[src/rtl/jump_decode_pkg.sv]
// rtl/jump_decode_pkg.sv - shared types and constants for the jump/branch decode pipe
// Purpose : control-transfer kind enum, opcode constants, skid-buffer state enum,
//           the decoded-entry struct carried through the pipe, and a target
//           alignment helper.
// Ports   : none (package)
package jump_decode_pkg;

   // Width of the address-carrying fields inside jdec_t.  The pipe's XLEN
   // parameter must be set to this value.
   localparam int JD_XLEN = 32;

   localparam logic [6:0] OP_JAL    = 7'b1101111;
   localparam logic [6:0] OP_JALR   = 7'b1100111;
   localparam logic [6:0] OP_BRANCH = 7'b1100011;

   // Branch funct3 codes with no defined condition.
   localparam logic [2:0] F3_RSVD_A = 3'b010;
   localparam logic [2:0] F3_RSVD_B = 3'b011;

   typedef enum logic [1:0] {
      JMP_NOP = 2'd0,
      JAL     = 2'd1,
      JALR    = 2'd2,
      BRANCH  = 2'd3
   } jump_ctrl_e;

   typedef enum logic [1:0] {
      BUF_EMPTY = 2'd0,
      BUF_ONE   = 2'd1,
      BUF_FULL  = 2'd2
   } buf_state_e;

   typedef struct packed {
      jump_ctrl_e           ctrl;
      logic [2:0]           funct3;
      logic [4:0]           rd;
      logic [4:0]           rs1;
      logic [4:0]           rs2;
      logic [JD_XLEN-1:0]   imm;
      logic [JD_XLEN-1:0]   target;
      logic [JD_XLEN-1:0]   link;
      logic                 illegal;
      logic                 misalign;
   } jdec_t;

   // 16-bit alignment only needs bit 0 clear; 32-bit needs bits [1:0] clear.
   function automatic logic is_misaligned(input logic [1:0] lsb, input int ialign);
      if (ialign == 16) begin
         return lsb[0];
      end
      return (lsb != 2'b00);
   endfunction

endpackage

[src/rtl/jump_branch_decode_pipe_if.sv]
// rtl/jump_branch_decode_pipe_if.sv - upstream/downstream bus of the jump/branch decode pipe
// Purpose : bundles flush, the {instr, pc} input handshake and the decoded
//           output handshake.
// Ports   : slave  = the decode pipe's view (inputs in_*/flush/out_ready,
//                    outputs in_ready/out_*)
//           master = the environment's view (directions reversed)
interface jump_branch_decode_pipe_if
   import jump_decode_pkg::*;
#(
   parameter int XLEN = 32
);
   logic              flush;
   logic              in_valid;
   logic              in_ready;
   logic [31:0]       in_instr;
   logic [XLEN-1:0]   in_pc;
   logic              out_valid;
   logic              out_ready;
   jump_ctrl_e        out_ctrl;
   logic [2:0]        out_funct3;
   logic [4:0]        out_rd;
   logic [4:0]        out_rs1;
   logic [4:0]        out_rs2;
   logic [XLEN-1:0]   out_imm;
   logic [XLEN-1:0]   out_target;
   logic [XLEN-1:0]   out_link;
   logic              out_illegal;
   logic              out_misalign;

   modport slave (
      input  flush, in_valid, in_instr, in_pc, out_ready,
      output in_ready, out_valid, out_ctrl, out_funct3, out_rd, out_rs1, out_rs2,
             out_imm, out_target, out_link, out_illegal, out_misalign
   );

   modport master (
      output flush, in_valid, in_instr, in_pc, out_ready,
      input  in_ready, out_valid, out_ctrl, out_funct3, out_rd, out_rs1, out_rs2,
             out_imm, out_target, out_link, out_illegal, out_misalign
   );

endinterface

[src/rtl/pipe_skid_buffer.sv]
// rtl/pipe_skid_buffer.sv - 2-entry registered skid buffer with flush
// Purpose : holds up to two entries between a valid/ready producer and
//           consumer at full throughput; in_ready is a flop so the upstream
//           path never sees a combinational dependency on out_ready.
// Ports   : clk, rst_n (async active-low), flush (drop everything held),
//           in_valid/in_ready/in_data (producer side),
//           out_valid/out_ready/out_data (consumer side, out_data = main entry)
module pipe_skid_buffer
   import jump_decode_pkg::*;
#(
   parameter type T = logic [7:0]
) (
   input  logic clk,
   input  logic rst_n,
   input  logic flush,
   input  logic in_valid,
   output logic in_ready,
   input  T     in_data,
   output logic out_valid,
   input  logic out_ready,
   output T     out_data
);

   buf_state_e state_q, state_d;
   logic       in_ready_q;
   T           main_q, skid_q;
   logic       acc, pop;
   logic       load_main, load_skid, main_from_skid;

   assign acc       = in_valid && in_ready_q && !flush;
   assign pop       = out_valid && out_ready;
   assign out_valid = (state_q != BUF_EMPTY);
   assign out_data  = main_q;
   assign in_ready  = in_ready_q;

   always_comb begin
      state_d        = state_q;
      load_main      = 1'b0;
      load_skid      = 1'b0;
      main_from_skid = 1'b0;
      case (state_q)
         BUF_EMPTY: begin
            if (acc) begin
               state_d   = BUF_ONE;
               load_main = 1'b1;
            end
         end
         BUF_ONE: begin
            if (acc && pop) begin
               load_main = 1'b1;
            end else if (acc) begin
               state_d   = BUF_FULL;
               load_skid = 1'b1;
            end else if (pop) begin
               state_d   = BUF_EMPTY;
            end
         end
         BUF_FULL: begin
            // in_ready is low here, so only a pop can move the buffer.
            if (pop) begin
               state_d        = BUF_ONE;
               main_from_skid = 1'b1;
            end
         end
         default: state_d = BUF_EMPTY;
      endcase
      // A pop in the flush cycle still completes; everything left is dropped.
      if (flush) begin
         state_d = BUF_EMPTY;
      end
   end

   always_ff @(posedge clk or negedge rst_n) begin
      if (!rst_n) begin
         state_q    <= BUF_EMPTY;
         in_ready_q <= 1'b0;
         main_q     <= '0;
         skid_q     <= '0;
      end else begin
         state_q    <= state_d;
         in_ready_q <= (state_d != BUF_FULL);
         if (load_main) begin
            main_q <= in_data;
         end else if (main_from_skid) begin
            main_q <= skid_q;
         end
         if (load_skid) begin
            skid_q <= in_data;
         end
      end
   end

endmodule

[src/rtl/jump_branch_decode_pipe.sv]
// rtl/jump_branch_decode_pipe.sv - pipelined JAL/JALR/branch decoder
// Purpose : decodes {instr, pc} into control kind, register fields,
//           sign-extended immediate, pc-relative target and link address,
//           flags illegal encodings and misaligned targets, and hands the
//           result downstream through a 2-entry skid buffer (1-cycle latency).
// Params  : XLEN (must equal JD_XLEN), IALIGN (32 or 16), EN_BRANCH
// Ports   : clk, rst_n (async active-low),
//           bus (slave): flush, in_valid/in_ready/in_instr/in_pc,
//           out_valid/out_ready and the decoded out_* fields
module jump_branch_decode_pipe
   import jump_decode_pkg::*;
#(
   parameter int XLEN      = JD_XLEN,
   parameter int IALIGN    = 32,
   parameter bit EN_BRANCH = 1'b1
) (
   input logic                     clk,
   input logic                     rst_n,
   jump_branch_decode_pipe_if.slave bus
);

   localparam logic [XLEN-1:0] LINK_OFS = XLEN'(4);

   logic [31:0]     instr;
   logic [XLEN-1:0] pc;
   logic [6:0]      opcode;
   logic [2:0]      funct3;
   logic [XLEN-1:0] imm_i, imm_b, imm_j;
   logic [XLEN-1:0] target_j, target_b, link;
   jdec_t           dec, head;

   assign instr  = bus.in_instr;
   assign pc     = bus.in_pc;
   assign opcode = instr[6:0];
   assign funct3 = instr[14:12];

   assign imm_i = {{(XLEN-12){instr[31]}}, instr[31:20]};
   assign imm_b = {{(XLEN-13){instr[31]}}, instr[31], instr[7], instr[30:25], instr[11:8], 1'b0};
   assign imm_j = {{(XLEN-21){instr[31]}}, instr[31], instr[19:12], instr[20], instr[30:21], 1'b0};

   // All adders wrap modulo 2^XLEN.
   assign target_j = pc + imm_j;
   assign target_b = pc + imm_b;
   assign link     = pc + LINK_OFS;

   always_comb begin
      dec      = '0;
      dec.link = link;
      case (opcode)
         OP_JAL: begin
            dec.ctrl     = JAL;
            dec.rd       = instr[11:7];
            dec.imm      = imm_j;
            dec.target   = target_j;
            dec.misalign = is_misaligned(target_j[1:0], IALIGN);
         end
         OP_JALR: begin
            // Illegal encodings leave every field but link/illegal at zero.
            if (funct3 == 3'b000) begin
               dec.ctrl = JALR;
               dec.rd   = instr[11:7];
               dec.rs1  = instr[19:15];
               dec.imm  = imm_i;
            end else begin
               dec.illegal = 1'b1;
            end
         end
         OP_BRANCH: begin
            if (EN_BRANCH) begin
               if (funct3 == F3_RSVD_A || funct3 == F3_RSVD_B) begin
                  dec.illegal = 1'b1;
               end else begin
                  dec.ctrl     = BRANCH;
                  dec.funct3   = funct3;
                  dec.rs1      = instr[19:15];
                  dec.rs2      = instr[24:20];
                  dec.imm      = imm_b;
                  dec.target   = target_b;
                  dec.misalign = is_misaligned(target_b[1:0], IALIGN);
               end
            end
         end
         default: ;
      endcase
   end

   pipe_skid_buffer #(
      .T (jdec_t)
   ) u_skid (
      .clk       (clk),
      .rst_n     (rst_n),
      .flush     (bus.flush),
      .in_valid  (bus.in_valid),
      .in_ready  (bus.in_ready),
      .in_data   (dec),
      .out_valid (bus.out_valid),
      .out_ready (bus.out_ready),
      .out_data  (head)
   );

   assign bus.out_ctrl     = head.ctrl;
   assign bus.out_funct3   = head.funct3;
   assign bus.out_rd       = head.rd;
   assign bus.out_rs1      = head.rs1;
   assign bus.out_rs2      = head.rs2;
   assign bus.out_imm      = head.imm;
   assign bus.out_target   = head.target;
   assign bus.out_link     = head.link;
   assign bus.out_illegal  = head.illegal;
   assign bus.out_misalign = head.misalign;

endmodule

[src/flat_wrapper.sv]
// flat-port wrapper written by rule: the top's interface ports become plain ports
module jump_branch_decode_pipe_flat import jump_decode_pkg::*;
#(
   parameter int XLEN      = JD_XLEN,
   parameter int IALIGN    = 32,
   parameter bit EN_BRANCH = 1'b1
)
  (clk, rst_n, bus_flush, bus_in_valid, bus_in_instr, bus_in_pc, bus_out_ready, bus_in_ready, bus_out_valid, bus_out_ctrl, bus_out_funct3, bus_out_rd, bus_out_rs1, bus_out_rs2, bus_out_imm, bus_out_target, bus_out_link, bus_out_illegal, bus_out_misalign);
  jump_branch_decode_pipe_if #(.XLEN(XLEN)) bus_i ();
  input logic clk;
  input logic rst_n;
  input wire logic [$bits(bus_i.flush)-1:0] bus_flush;
  input wire logic [$bits(bus_i.in_valid)-1:0] bus_in_valid;
  input wire logic [$bits(bus_i.in_instr)-1:0] bus_in_instr;
  input wire logic [$bits(bus_i.in_pc)-1:0] bus_in_pc;
  input wire logic [$bits(bus_i.out_ready)-1:0] bus_out_ready;
  output wire logic [$bits(bus_i.in_ready)-1:0] bus_in_ready;
  output wire logic [$bits(bus_i.out_valid)-1:0] bus_out_valid;
  output wire logic [$bits(bus_i.out_ctrl)-1:0] bus_out_ctrl;
  output wire logic [$bits(bus_i.out_funct3)-1:0] bus_out_funct3;
  output wire logic [$bits(bus_i.out_rd)-1:0] bus_out_rd;
  output wire logic [$bits(bus_i.out_rs1)-1:0] bus_out_rs1;
  output wire logic [$bits(bus_i.out_rs2)-1:0] bus_out_rs2;
  output wire logic [$bits(bus_i.out_imm)-1:0] bus_out_imm;
  output wire logic [$bits(bus_i.out_target)-1:0] bus_out_target;
  output wire logic [$bits(bus_i.out_link)-1:0] bus_out_link;
  output wire logic [$bits(bus_i.out_illegal)-1:0] bus_out_illegal;
  output wire logic [$bits(bus_i.out_misalign)-1:0] bus_out_misalign;
  assign bus_i.flush = bus_flush;
  assign bus_i.in_valid = bus_in_valid;
  assign bus_i.in_instr = bus_in_instr;
  assign bus_i.in_pc = bus_in_pc;
  assign bus_i.out_ready = bus_out_ready;
  assign bus_in_ready = bus_i.in_ready;
  assign bus_out_valid = bus_i.out_valid;
  assign bus_out_ctrl = bus_i.out_ctrl;
  assign bus_out_funct3 = bus_i.out_funct3;
  assign bus_out_rd = bus_i.out_rd;
  assign bus_out_rs1 = bus_i.out_rs1;
  assign bus_out_rs2 = bus_i.out_rs2;
  assign bus_out_imm = bus_i.out_imm;
  assign bus_out_target = bus_i.out_target;
  assign bus_out_link = bus_i.out_link;
  assign bus_out_illegal = bus_i.out_illegal;
  assign bus_out_misalign = bus_i.out_misalign;
  jump_branch_decode_pipe #(.XLEN(XLEN), .IALIGN(IALIGN), .EN_BRANCH(EN_BRANCH)) u_core (.clk(clk), .rst_n(rst_n), .bus(bus_i));
endmodule
[config.mk]
export PLATFORM = sky130hd
export DESIGN_NAME = jump_branch_decode_pipe_flat
export DESIGN_NICKNAME = d
export VERILOG_FILES = /design/src/rtl/jump_decode_pkg.sv /design/src/rtl/jump_branch_decode_pipe_if.sv /design/src/rtl/pipe_skid_buffer.sv /design/src/rtl/jump_branch_decode_pipe.sv /design/src/flat_wrapper.sv
export SDC_FILE = /design/constraint.sdc
export NUM_CORES = 1
export LEC_CHECK = 0
export BUFFER_PORTS_ARGS = -buffer_cell sky130_fd_sc_hd__buf_2
export CORE_MARGIN = 8
export CORE_UTILIZATION = 60
export CTS_BUF_LIST = sky130_fd_sc_hd__clkbuf_4 sky130_fd_sc_hd__clkbuf_8
export DETAILED_ROUTE_END_ITERATION = 6
export HOLD_SLACK_MARGIN = 0.05
export PLACE_DENSITY_LB_ADDON = 0.3
export SYNTH_ARGS = -nofsm -noshare
export SYNTH_HDL_FRONTEND = slang
export SYNTH_HIERARCHICAL = 1
export SYNTH_SLANG_ARGS = --single-unit
[constraint.sdc]
create_clock -name clk -period 4.3 [get_ports clk]
set_input_delay 0.43 -clock clk [delete_from_list [all_inputs] [get_ports clk]]
set_output_delay 0.43 -clock clk [all_outputs]
set_load 0.03 [all_outputs]
==> impl_results.md <==
* Result of the run: complete, no violations
* Share of cells above drive strength 1 at 27.6%
* Critical Path Fanout Max at 4
* Area overhead of the layout relative to synthesis at 14.8%
* Register area at 0.00598 sq mm
* Post-layout net count at 1612
* Global-route wire length before repair at 58900 um
* Number of hold violations in the final report at 0
* Leading area contributor after synthesis: sky130_fd_sc_hd__dfrtp_1
* Count of clock tree sinks at between 200 and 250
* Sum of overflow across all layers after global routing at 0
* Clock network latency to the later pin of the worst-skew pair at 0.56 ns
* Number of clock buffers inserted by TritonCTS at 41
* Count of TritonRoute iterations in the first routing pass at 5
* Clock transition at path regs at roughly 0.06 ns
* Fmax achieved at ~340 MHz
* Fin crit share at 68.0%
* Routed wirelength normalized by instance count at 20.6 um
* Post-CTS Hold Fix Bufs at 1
* Count of state elements after synthesis at 239
* Largest net degree at the start of global routing at 126
* # port buffers at 188
* Count of boundary I/O pins at 189
* Unrepaired setup endpoints after global routing: no
* Hold depth at 3
* Worst Hold Margin at 0.122 ns
* Die Area at 0.0280 sq mm
* Post-CTS setup-driven buffer insertion count at 0
* Wire length on met2 at 17900 um
* Share of synthesized area occupied by flip-flops and latches at between 40 and 50%
* Number of gates given a new drive strength after cts at 0
* Top FF cell, synth: sky130_fd_sc_hd__dfrtp_1
* Final antenna diode count at 0
* Synthesized netlist cell count at 1324
* Max-slew violation count at 0
* Critical path endpoint category: register
* Top-area cell type share of the netlist area at between 40% and 50%
* Number of cell rows at 55
* Min-Delay Path Class: in -> reg
* Initial antenna violation count at 0
* Total routed wire length on the met1 layer at 15400 um
* Post-route clock skew at 0.0237 ns
* Count of synthesis-stage warnings from yosys at 6
* Post-Synthesis Cell Area at 0.0138 sq mm
* First-iteration detailed-routing DRC count at 1027
* Horizontal extent of the die at 167 um
* Yosys cell types at 79
* Level count of the clock H-tree at 2
* Effective utilization at floorplan at 60.9%
* Via count normalized by instance count at between 6 and 7
* WP data required at 4.72 ns
* Placer Congestion at 0.915
* Buffers from clock root to sink, at most at 3
* Clock root cell: sky130_fd_sc_hd__clkbuf_8
* Layout filler cell count at 1730
* Hold path startpoint: bus_in_pc[0]
* Data arrival time of the worst path at about 3.3 ns
* Startpoint of the worst register-to-register path: u_core/u_skid/state_q[1]$_DFF_PN0_
* Antenna-violating nets left at 0
* End of the worst register-to-register path: u_core/u_skid/skid_q[101]$_DFFE_PN0P_
* Share of synthesized flip-flops with an asynchronous set or reset at 100%
* Syn_nets at between 1000 and 1500
* Via count at 11000
* Number of global-route vias before repair at 11000
* DRC errors left at 0
* Number of violations of the max-capacitance limit at 0
* Sort of element at the start of the critical path: input pin
* Wire length after detailed routing at 37400 um
* Core Region at 0.0226 sq mm
* Die outline height at 167 um
* GRT Total Usage at between 20% and 30%
* DR top layer: met4
* Slack of the worst reg-to-reg path at 2.09 ns
* Pwr/cell area at 375 mW/mm^2
* Category of the most critical setup path: in -> reg
* Leakage Power at 8.43 nW
* HPWL after detailed placement at 26100 um
* Area taken by multi-input logic gates at approximately 0.0074 sq mm
* Top area cells in the synthesized netlist: sky130_fd_sc_hd__dfrtp_1, sky130_fd_sc_hd__mux2i_1, sky130_fd_sc_hd__mux2_2
* Mean instance size in the synthesized netlist at 10.4 sq um
* Min Clock Period, post-route at ~3 ns
* Number of cell instances on the worst register-to-register path at 4
* Final count of negative-setup-slack endpoints at 0
* CTS tree: done
* Worst vdd ir at 0.269 mV
* Headroom to the max-slew limit at 25.6%
* Tightest Pin Transition at 1.12 ns
* Endpoint of the worst hold-timing path: u_core/u_skid/out_data[2]$_DFFE_PN0P_
* Setup TNS after final layout at 0 ns
* EDFF count, synth at 0
* Met3 wire length at 2400 um
metal layers:
metal | track usage (%) | vias to the layer above
li1 | - | 5162
met1 | 31.5 | 5336
met2 | 43.0 | 402
met3 | 5.03 | 104
met4 | 12.7 | 0
met5 | 0 | -
how the worst max path moves through the flow:
stage / from / slack (ns) / end
2_1_floorplan: bus_in_instr[5] / 1.31 / u_core/u_skid/skid_q[86]$_DFFE_PN0P_
3_3_place_gp: bus_in_instr[21] / 0.91 / u_core/u_skid/skid_q[61]$_DFFE_PN0P_
3_5_place_dp: bus_in_pc[1] / 0.89 / u_core/u_skid/skid_q[61]$_DFFE_PN0P_
4_1_cts: bus_in_pc[1] / 1.45 / u_core/u_skid/skid_q[61]$_DFFE_PN0P_
5_1_grt: bus_in_instr[21] / 1.28 / u_core/u_skid/skid_q[61]$_DFFE_PN0P_
6_report: bus_in_instr[21] / 1.38 / u_core/u_skid/skid_q[61]$_DFFE_PN0P_
layout by cell type (no fill, tap or decap), types with 30 or more instances in the layout:
| cell type | instances |
|---|---|
| sky130_fd_sc_hd__a21o_1 | 32 |
| sky130_fd_sc_hd__nor2_1 | 38 |
| sky130_fd_sc_hd__ha_1 | 44 |
| sky130_fd_sc_hd__a21oi_1 | 55 |
| sky130_fd_sc_hd__mux2i_1 | 120 |
| sky130_fd_sc_hd__buf_2 | 187 |
| sky130_fd_sc_hd__dfrtp_1 | 239 |
| sky130_fd_sc_hd__o21ai_0 | 138 |
| sky130_fd_sc_hd__nand2_1 | 161 |
| sky130_fd_sc_hd__xnor2_1 | 30 |
| sky130_fd_sc_hd__mux2_2 | 98 |
| sky130_fd_sc_hd__clkbuf_8 | 49 |
layout make-up:
cell class                 count  share of cell area [%]
multi-input combinational   1001                    46.8
sequential                   239                    37.9
timing repair buffer         202                    7.18
clock buffer                  65                    5.03
tap                          285                    2.26
clock inverter                 8                   0.634
inverter                      12                   0.285
cells in the mapped netlist, types with 6 or more instances:
cell type / number
sky130_fd_sc_hd__inv_1: 12
sky130_fd_sc_hd__nand3_1: 21
sky130_fd_sc_hd__buf_4: 7
sky130_fd_sc_hd__o22ai_1: 14
sky130_fd_sc_hd__a211oi_1: 6
sky130_fd_sc_hd__o21ai_1: 11
sky130_fd_sc_hd__xnor2_1: 30
sky130_fd_sc_hd__nor2b_1: 14
sky130_fd_sc_hd__and2_1: 18
sky130_fd_sc_hd__nand2_1: 161
sky130_fd_sc_hd__a21oi_1: 55
sky130_fd_sc_hd__o31ai_1: 7
sky130_fd_sc_hd__nor2_1: 39
sky130_fd_sc_hd__buf_2: 33
sky130_fd_sc_hd__a21o_1: 32
sky130_fd_sc_hd__xor2_1: 21
sky130_fd_sc_hd__and3_1: 9
sky130_fd_sc_hd__dfrtp_1: 239
sky130_fd_sc_hd__ha_1: 44
sky130_fd_sc_hd__mux2i_1: 120
sky130_fd_sc_hd__nor4_1: 6
sky130_fd_sc_hd__a22o_1: 9
sky130_fd_sc_hd__nand2b_1: 9
sky130_fd_sc_hd__o21ai_0: 138
sky130_fd_sc_hd__clkbuf_1: 26
sky130_fd_sc_hd__nand4_1: 15
sky130_fd_sc_hd__mux2_4: 20
sky130_fd_sc_hd__a31oi_1: 7
sky130_fd_sc_hd__mux2_2: 98
sky130_fd_sc_hd__o21a_1: 8
power breakdown:
part / total (mW) / switching (mW) / internal, mW
Sequential: 2.57 / 0.113 / 2.46
Combinational: 1.15 / 0.724 / 0.428
Clock: 2.20 / 0.908 / 1.30
critical path, stage by stage:
cell                      delay, ns
sky130_fd_sc_hd__buf_2         0.12
sky130_fd_sc_hd__ha_1          0.26
sky130_fd_sc_hd__fa_1          0.42
sky130_fd_sc_hd__a21o_1        0.17
sky130_fd_sc_hd__a21oi_1       0.29
sky130_fd_sc_hd__o21ai_1       0.20
sky130_fd_sc_hd__a31oi_2       0.31
sky130_fd_sc_hd__nor4_1        0.14
sky130_fd_sc_hd__a311o_1       0.38
sky130_fd_sc_hd__a31o_1        0.19
sky130_fd_sc_hd__a21o_1        0.19
sky130_fd_sc_hd__mux2_2        0.25
registers in the layout, indices dropped and copies added, names as in the netlist:
register / flops
u_core/u_skid/in_ready: 1
u_core/u_skid/out_data: 118
u_core/u_skid/state_q: 2
u_core/u_skid/skid_q: 118
cell families (layout without fill, tap and decap cells):
logic type                 Yosys count  count (layout)  synth area share, %
AOI/OAI and AO/OA                  342             342                 15.7
and+or+nand+nor                    324             324                 11.3
DFF                                239             239                 43.5
muxes                              238             238                 18.9
buffers and inverters               84             287                 3.06
xor gates and xnor gates            51              51                 3.25
adders and majority gates           46              46                 4.29
stage by stage:
| step | instance area (sq um) | setup WS, ns | util, % | power [mW] | std cells |
|---|---|---|---|---|---|
| after floorplan | 13800 | 1.31 | - | 3.36 | 1324 |
| after global placement | 14900 | 0.913 | 66.0 | 3.73 | 1738 |
| after detailed placement | 14900 | 0.888 | 66.0 | 3.76 | 1738 |
| after CTS | 15800 | 1.45 | 70.0 | 5.99 | 1812 |
| after global routing | 15800 | 1.28 | 70.0 | 6.20 | 1812 |
| final | 15800 | 1.38 | 70.0 | 5.93 | 1812 |
Note: power is estimated with default switching activity, not from simulation.
